==> src/rtl/pixel_writer_pkg.sv <==
// Shared definitions for the pixel pack writer.
//   state_e          : frame FSM states
//   LANES            : pixels (bytes) per 32-bit output word
//   DEF_FRAME_PIXELS : default frame size (640x480)
//   CNT_W            : width of the per-frame pixel counter
package pixel_writer_pkg;
  typedef enum logic [1:0] {ST_IDLE, ST_ACCUM, ST_FLUSH, ST_DONE} state_e;
  localparam int LANES            = 4;
  localparam int DEF_FRAME_PIXELS = 307200;
  localparam int CNT_W            = 19;
endpackage

==> src/rtl/pixel_pack_writer_word_packer.sv <==
// word_packer: collects bytes little-endian into one pack register and
// hands out completed (or final partial) words with their lane enables.
//   clk, rst     : clock, synchronous active-high reset
//   clr_i        : frame start, empties the packer
//   acc_i, pix_i : accepted pixel strobe and byte
//   last_i       : accepted pixel is the final one of the frame
//   out_free_i   : output register can take a word on this edge
//   word_vld_o   : a word is available this cycle (word_o / be_o)
//   full_o       : pack register holds a complete word awaiting transfer
module word_packer
  import pixel_writer_pkg::*;
(
  input  logic        clk,
  input  logic        rst,
  input  logic        clr_i,
  input  logic        acc_i,
  input  logic [7:0]  pix_i,
  input  logic        last_i,
  input  logic        out_free_i,
  output logic        word_vld_o,
  output logic [31:0] word_o,
  output logic [3:0]  be_o,
  output logic        full_o
);
  logic [1:0]  lane_q;
  logic [31:0] pack_q;
  logic [3:0]  be_q;
  logic        full_q;
  logic [31:0] cur_word;
  logic [3:0]  cur_be;
  logic        new_word;

  // Current pack contents with the incoming byte merged into its lane,
  // so a completing word can bypass straight to the output register.
  always_comb begin
    cur_word = pack_q;
    cur_word[lane_q*8 +: 8] = pix_i;
    case (lane_q)
      2'd0:    cur_be = 4'b0001;
      2'd1:    cur_be = 4'b0011;
      2'd2:    cur_be = 4'b0111;
      default: cur_be = 4'b1111;
    endcase
  end

  assign new_word   = acc_i && (lane_q == 2'(LANES-1) || last_i);
  assign word_vld_o = full_q || new_word;
  assign word_o     = full_q ? pack_q : cur_word;
  assign be_o       = full_q ? be_q : cur_be;
  assign full_o     = full_q;

  always_ff @(posedge clk) begin
    if (rst || clr_i) begin
      lane_q <= '0;
      pack_q <= '0;
      be_q   <= '0;
      full_q <= 1'b0;
    end else if (full_q) begin
      // no pixels are accepted while full; just wait for the hand-off
      if (out_free_i) begin
        full_q <= 1'b0;
        pack_q <= '0;
        be_q   <= '0;
      end
    end else if (acc_i) begin
      if (new_word) begin
        lane_q <= '0;
        if (out_free_i) begin
          pack_q <= '0;
        end else begin
          pack_q <= cur_word;
          be_q   <= cur_be;
          full_q <= 1'b1;
        end
      end else begin
        pack_q <= cur_word;
        lane_q <= lane_q + 2'd1;
      end
    end
  end
endmodule

==> src/rtl/pixel_pack_writer.sv <==
// pixel_pack_writer: accepts a frame of 8-bit Sobel magnitudes, packs four
// per 32-bit word and writes them to consecutive byte addresses.
//   clk, rst           : clock, synchronous active-high reset
//   start              : begin a frame (IDLE only)
//   pix_valid/pix_data : pixel input, accepted when pix_valid & pix_ready
//   wr_en/wr_addr/wr_data/byte_en : write request, held while wr_wait=1
//   busy, frame_done, pix_count   : frame status
// Build option: PIXEL_WRITER_THRESHOLD_EN binarises each pixel against
// THRESH (0xFF if >= THRESH, else 0x00) before packing.
module pixel_pack_writer
  import pixel_writer_pkg::*;
#(
  parameter int          FRAME_PIXELS = DEF_FRAME_PIXELS,
  parameter logic [31:0] BASE_ADDR    = 32'h0000_0000,
  parameter logic [7:0]  THRESH       = 8'd64
) (
  input  logic             clk,
  input  logic             rst,
  input  logic             start,
  input  logic             pix_valid,
  input  logic [7:0]       pix_data,
  output logic             pix_ready,
  output logic             wr_en,
  output logic [31:0]      wr_addr,
  output logic [31:0]      wr_data,
  output logic [3:0]       byte_en,
  input  logic             wr_wait,
  output logic             busy,
  output logic             frame_done,
  output logic [CNT_W-1:0] pix_count
);
  localparam logic [CNT_W-1:0] FRAME_CNT = CNT_W'(FRAME_PIXELS);
  localparam logic [CNT_W-1:0] LAST_CNT  = CNT_W'(FRAME_PIXELS - 1);

  state_e            state_q, state_d;
  logic [CNT_W-1:0]  pix_count_q;
  logic              wr_en_q;
  logic [31:0]       wr_addr_q, nxt_addr_q, wr_data_q;
  logic [3:0]        byte_en_q;
  logic [7:0]        pix_byte;
  logic              accept, last, out_free, load, frame_go;
  logic              pk_vld, pk_full;
  logic [31:0]       pk_word;
  logic [3:0]        pk_be;

`ifdef PIXEL_WRITER_THRESHOLD_EN
  assign pix_byte = (pix_data >= THRESH) ? 8'hFF : 8'h00;
`else
  logic unused_thresh;
  assign unused_thresh = ^THRESH;
  assign pix_byte      = pix_data;
`endif

  assign frame_go  = (state_q == ST_IDLE) && start;
  assign pix_ready = (state_q == ST_ACCUM) && !pk_full && (pix_count_q < FRAME_CNT);
  assign accept    = pix_valid && pix_ready;
  assign last      = (pix_count_q == LAST_CNT);
  // output register is free if empty or its write completes on this edge
  assign out_free  = !wr_en_q || !wr_wait;
  assign load      = pk_vld && out_free;

  word_packer u_pack (
    .clk        (clk),
    .rst        (rst),
    .clr_i      (frame_go),
    .acc_i      (accept),
    .pix_i      (pix_byte),
    .last_i     (last),
    .out_free_i (out_free),
    .word_vld_o (pk_vld),
    .word_o     (pk_word),
    .be_o       (pk_be),
    .full_o     (pk_full)
  );

  always_comb begin
    state_d = state_q;
    case (state_q)
      ST_IDLE:  if (start) state_d = ST_ACCUM;
      ST_ACCUM: if (accept && last) state_d = ST_FLUSH;
      ST_FLUSH: if (!pk_full && !wr_en_q) state_d = ST_DONE;
      default:  state_d = ST_IDLE;
    endcase
  end

  always_ff @(posedge clk) begin
    if (rst) begin
      state_q     <= ST_IDLE;
      pix_count_q <= '0;
      wr_en_q     <= 1'b0;
      wr_addr_q   <= BASE_ADDR;
      nxt_addr_q  <= BASE_ADDR;
      wr_data_q   <= '0;
      byte_en_q   <= '0;
    end else begin
      state_q <= state_d;
      if (frame_go) pix_count_q <= '0;
      else if (accept) pix_count_q <= pix_count_q + 1'b1;
      // wr_addr tracks the word in the output register; the next word's
      // address is precomputed so it is ready on the load edge
      if (frame_go) nxt_addr_q <= BASE_ADDR;
      else if (load) nxt_addr_q <= nxt_addr_q + 32'd4;
      if (load) begin
        wr_en_q   <= 1'b1;
        wr_addr_q <= nxt_addr_q;
        wr_data_q <= pk_word;
        byte_en_q <= pk_be;
      end else if (out_free) begin
        wr_en_q <= 1'b0;
      end
    end
  end

  assign wr_en      = wr_en_q;
  assign wr_addr    = wr_addr_q;
  assign wr_data    = wr_data_q;
  assign byte_en    = byte_en_q;
  assign busy       = (state_q == ST_ACCUM) || (state_q == ST_FLUSH);
  assign frame_done = (state_q == ST_DONE);
  assign pix_count  = pix_count_q;
endmodule

==> config.mk <==
export PLATFORM = sky130hd
export DESIGN_NAME = pixel_pack_writer
export DESIGN_NICKNAME = d
export VERILOG_FILES = /design/src/rtl/pixel_writer_pkg.sv /design/src/rtl/pixel_pack_writer_word_packer.sv /design/src/rtl/pixel_pack_writer.sv
export SDC_FILE = /design/constraint.sdc
export NUM_CORES = 1
export LEC_CHECK = 0
export ABC_AREA = 1
export CORE_MARGIN = 2
export CORE_UTILIZATION = 45
export CTS_CLUSTER_DIAMETER = 60
export DETAILED_ROUTE_END_ITERATION = 10
export PLACE_DENSITY = 0.78
export REMOVE_ABC_BUFFERS = 1
export SLEW_MARGIN = 40
export SYNTH_ARGS = -nofsm -noshare
export SYNTH_HDL_FRONTEND = slang
export SYNTH_HIERARCHICAL = 1
export SYNTH_SLANG_ARGS = --single-unit
==> constraint.sdc <==
create_clock -name clk -period 3.33 [get_ports clk]
set_clock_uncertainty 0.15 [all_clocks]
set_input_delay 0.999 -clock clk [delete_from_list [all_inputs] [get_ports clk]]
set_output_delay 0.999 -clock clk [all_outputs]
set_load 0.005 [all_outputs]
==> flow_summary.ini, run 1 <==
[layout]
layout_commonest_cell = nand2_1
final_util_pct = 56.20
area_delta_synth_final_pct = 21.90
mostFrequentLayoutCells = 321 x nand2_1, 180 x nor2_1, 157 x dfxtp_1, 104 x o21ai_0, 103 x a21oi_1
drive_gt1_share_pct = 7.994
antennaDiodeCount = 0
fillers = 1689
finalNetCount = 1292

[hold_path]
hp-class = register to register
min_to = u_pack/be_q[0]$_SDFFE_PP0P_
worstHoldStart = u_pack/be_q[0]$_SDFFE_PP0P_
worst_hold_path.num_cells = 2

[sta]
slew_viol_final = 0
timing.hold.ws_ps = 310.0
layout_setup_ws_ps = 296.8
max_clock_freq_mhz = 329.7
setup_violations = 0
worst_pin_slew_ps = 582.0
max_slew_margin_pct = 61.15
fin_crit_sh_pct = 91.09
fin_crit_ps = 3033
hold_viol = 0

[placed_design]
place_congestion = 0.8603
hpwlAfterDp_um = 13400
place.port_buffers = 101
pre_cts_ws_ps = 96.81

[worst_setup_path]
end_kind = primary output
worstPathMaxFanout = 5
critPathKind = register to primary output
r2r_start = pix_count[0]$_SDFFE_PP0P_
cpPeakStageDelay_ps = 490
crit_chain = ha_1 -> inv_1 -> nor2_1 -> nand2_1 -> inv_1 -> clkdlybuf4s50_1
crit_path_top_delay_cell = clkdlybuf4s50_1
r2r_end = nxt_addr_q[22]$_SDFFE_PP0P_
rr_worst_depth = 21
required_ps = 2180
crit_path_frequent_cell = inv_1
r2r_setup_slack_ps = 310
cp.arrival_ps = 1880
worst_setup_path_start_kind = register

[clock_network]
cts_hold_buf = 0
cts_root_buffer = clkbuf_16
cts_tree = yes
insertion_delay_ps = 430
clock_path_buffers = 2
cts.sinks = 157
htree_levels = 4
numCtsBuffers = 17
cts.reportedPaths.clkPinSlew_ps = 60

[power]
p_leak_nw = 3.466
power_mw = 4.367
ir_drop_mv = 0.3637
p_per_area_nw_per_um2 = 449.3

[floorplan]
row_count = 48
initial_utilization_pct = 46.10
fp.dieH_um = 137.1
die_x_um = 137.1
die-area_sq_um = 18800
pin_count = 104
coreArea_sq_um = 17300

[logic_synthesis]
ys_async_sr_fraction_pct = 0
ys.warnings.count = 6
yosysUniqueCellTypes = 42
synth_flop_cell = dfxtp_1
yosysSeqAreaShare_pct = 39.42
synthCells = 1183
synth_area_per_cell_sq_um = 6.740
ys_seq_elements = 157
syn-cell-area_sq_um = 7974
synth_edf_count = 0

[grt]
gr-usage-all-layers_pct = 21.46
use_met1_pct = 27.50
grt_pass1_vias = 7000
met3_usage_pct = 3.667
grtUsageMet2_pct = 36.18
grt_pass1_wl_um = 32650
grt_overflow_total = 0
grt-busiest-layer = met2
antenna_found_initial = 0
grt_max_degree = 73

[job]
maxCapViolations = 0

[route]
route.detailed.drc = 0
drt_iter0_drc = 609
viasPerCell = 5.130
dr.pass1.iters = 7
ant_nets = 0
wl_um = 19540
post_drt_wl_per_cell_um = 13.02
via_count = 7700

[outcome]
status = finished clean
[timing repair]
action | 4_1_cts | 5_1_grt
endpoints found under the setup margin | 0 | 1
resized for setup | 0 | 1
setup buffers | 0 | 2
[stage by stage]
| stage | area (sq um) | std cells | TNS, ps |
|---|---|---|---|
| floorplan | 7695 | 1128 | -27910 |
| global placement | 9163 | 1469 | 0 |
| detailed placement | 9163 | 1469 | 0 |
| CTS | 9703 | 1499 | 0 |
| global route | 9721 | 1501 | -12.64 |
| finish | 9721 | 1501 | 0 |
[cell usage after synthesis, drive strengths merged, types with 2 or more instances]
| cell type | count | area, sq um |
|---|---|---|
| nand2 | 331 | 1272 |
| nor2 | 189 | 765.7 |
| dfxtp | 157 | 3143 |
| o21ai | 111 | 555.5 |
| a21oi | 103 | 515.5 |
| inv | 85 | 319.1 |
| nand3 | 83 | 528.0 |
| buf | 31 | 188.9 |
| clkbuf | 25 | 93.84 |
| xor2 | 15 | 131.4 |
| ha | 14 | 175.2 |
| nand4 | 9 | 62.56 |
| nor3 | 8 | 62.56 |
| xnor2 | 4 | 35.03 |
| a21boi | 2 | 15.01 |
| clkinv | 2 | 8.750 |
| nand3b | 2 | 15.01 |
| nor3b | 2 | 15.01 |
| o21a | 2 | 15.01 |
| or2 | 2 | 12.52 |
[state kept, by name, summed over array words and instances, names as in the netlist]
signal         cells
wr_en              1
u_pack/full_o      1
nxt_addr_q        30
byte_en            4
u_pack/be_q        4
u_pack/lane_q      2
state_q            2
pix_count         19
wr_addr           30
u_pack/pack_q     32
wr_data           32
[final cells by class]
cell class / instances / area (sq um) / share of cell area [%]
clock buffer: 19 / 442.9 / 4.557
clock inverter: 11 / 97.59 / 1.004
inverter: 87 / 327.8 / 3.372
multi-input combinational: 884 / 4227 / 43.48
sequential: 157 / 3143 / 32.33
tap: 225 / 281.5 / 2.896
timing repair buffer: 118 / 1201 / 12.36
[report_power, final]
part | internal (mW) | leakage [nW] | switching, mW
clock | 1.03 | 0.256 | 0.774
sequential | 1.90 | 1.26 | 0.0340
combinational | 0.215 | 1.94 | 0.407
total | 3.15 | 3.47 | 1.22
[critical path, delay by kind of cell (launching register included)]
family	cells	cell delay [ps]
adder cells (fa/ha/maj)	1	190
AND/OR/NAND/NOR	2	280
flip-flops	1	410
buffers and inverters	3	590
[cells by family after synthesis]
family                     after synthesis  synth area share, %
AOI/OAI and AO/OA                      221                14.09
xor gates and xnor gates                19                2.087
adders and majority gates               14                2.197
buffers and inverters                  143                7.657
DFF                                    157                39.42
muxes                                    1               0.1412
other                                    1              0.04703
and+or+nand+nor                        627                34.36
[metal layers]
| metal | up-vias | routed length, um |
|---|---|---|
| met3 | 29 | 876 |
| li1 | 3960 | - |
| met5 | - | 0 |
| met1 | 3512 | 8830 |
| met4 | 0 | 321 |
| met2 | 199 | 9515 |
[how the worst max path moves through the flow]
| stage | from | endpoint | slack [ps] |
|---|---|---|---|
| 2_1_floorplan | u_pack/full_o$_SDFF_PP0_ | wr_addr[11]$_SDFFE_PP0P_ | -440 |
| 3_3_place_gp | pix_valid | nxt_addr_q[22]$_SDFFE_PP0P_ | 140 |
| 3_5_place_dp | pix_valid | nxt_addr_q[22]$_SDFFE_PP0P_ | 100 |
| 4_1_cts | state_q[1]$_SDFFE_PP0P_ | pix_ready | 270 |
| 5_1_grt | pix_count[0]$_SDFFE_PP0P_ | nxt_addr_q[22]$_SDFFE_PP0P_ | -10 |
| 6_report | state_q[0]$_SDFFE_PP0P_ | pix_ready | 300 |
No activity file was read; power rests on OpenSTA's default activity.
==> run 2: changes to the inputs <==
Settings changed: CTS_CLUSTER_DIAMETER 60 to 50.
==> results of run 2 <==
Same layout as run 1: the final DEF is identical, and so are final timing and power.
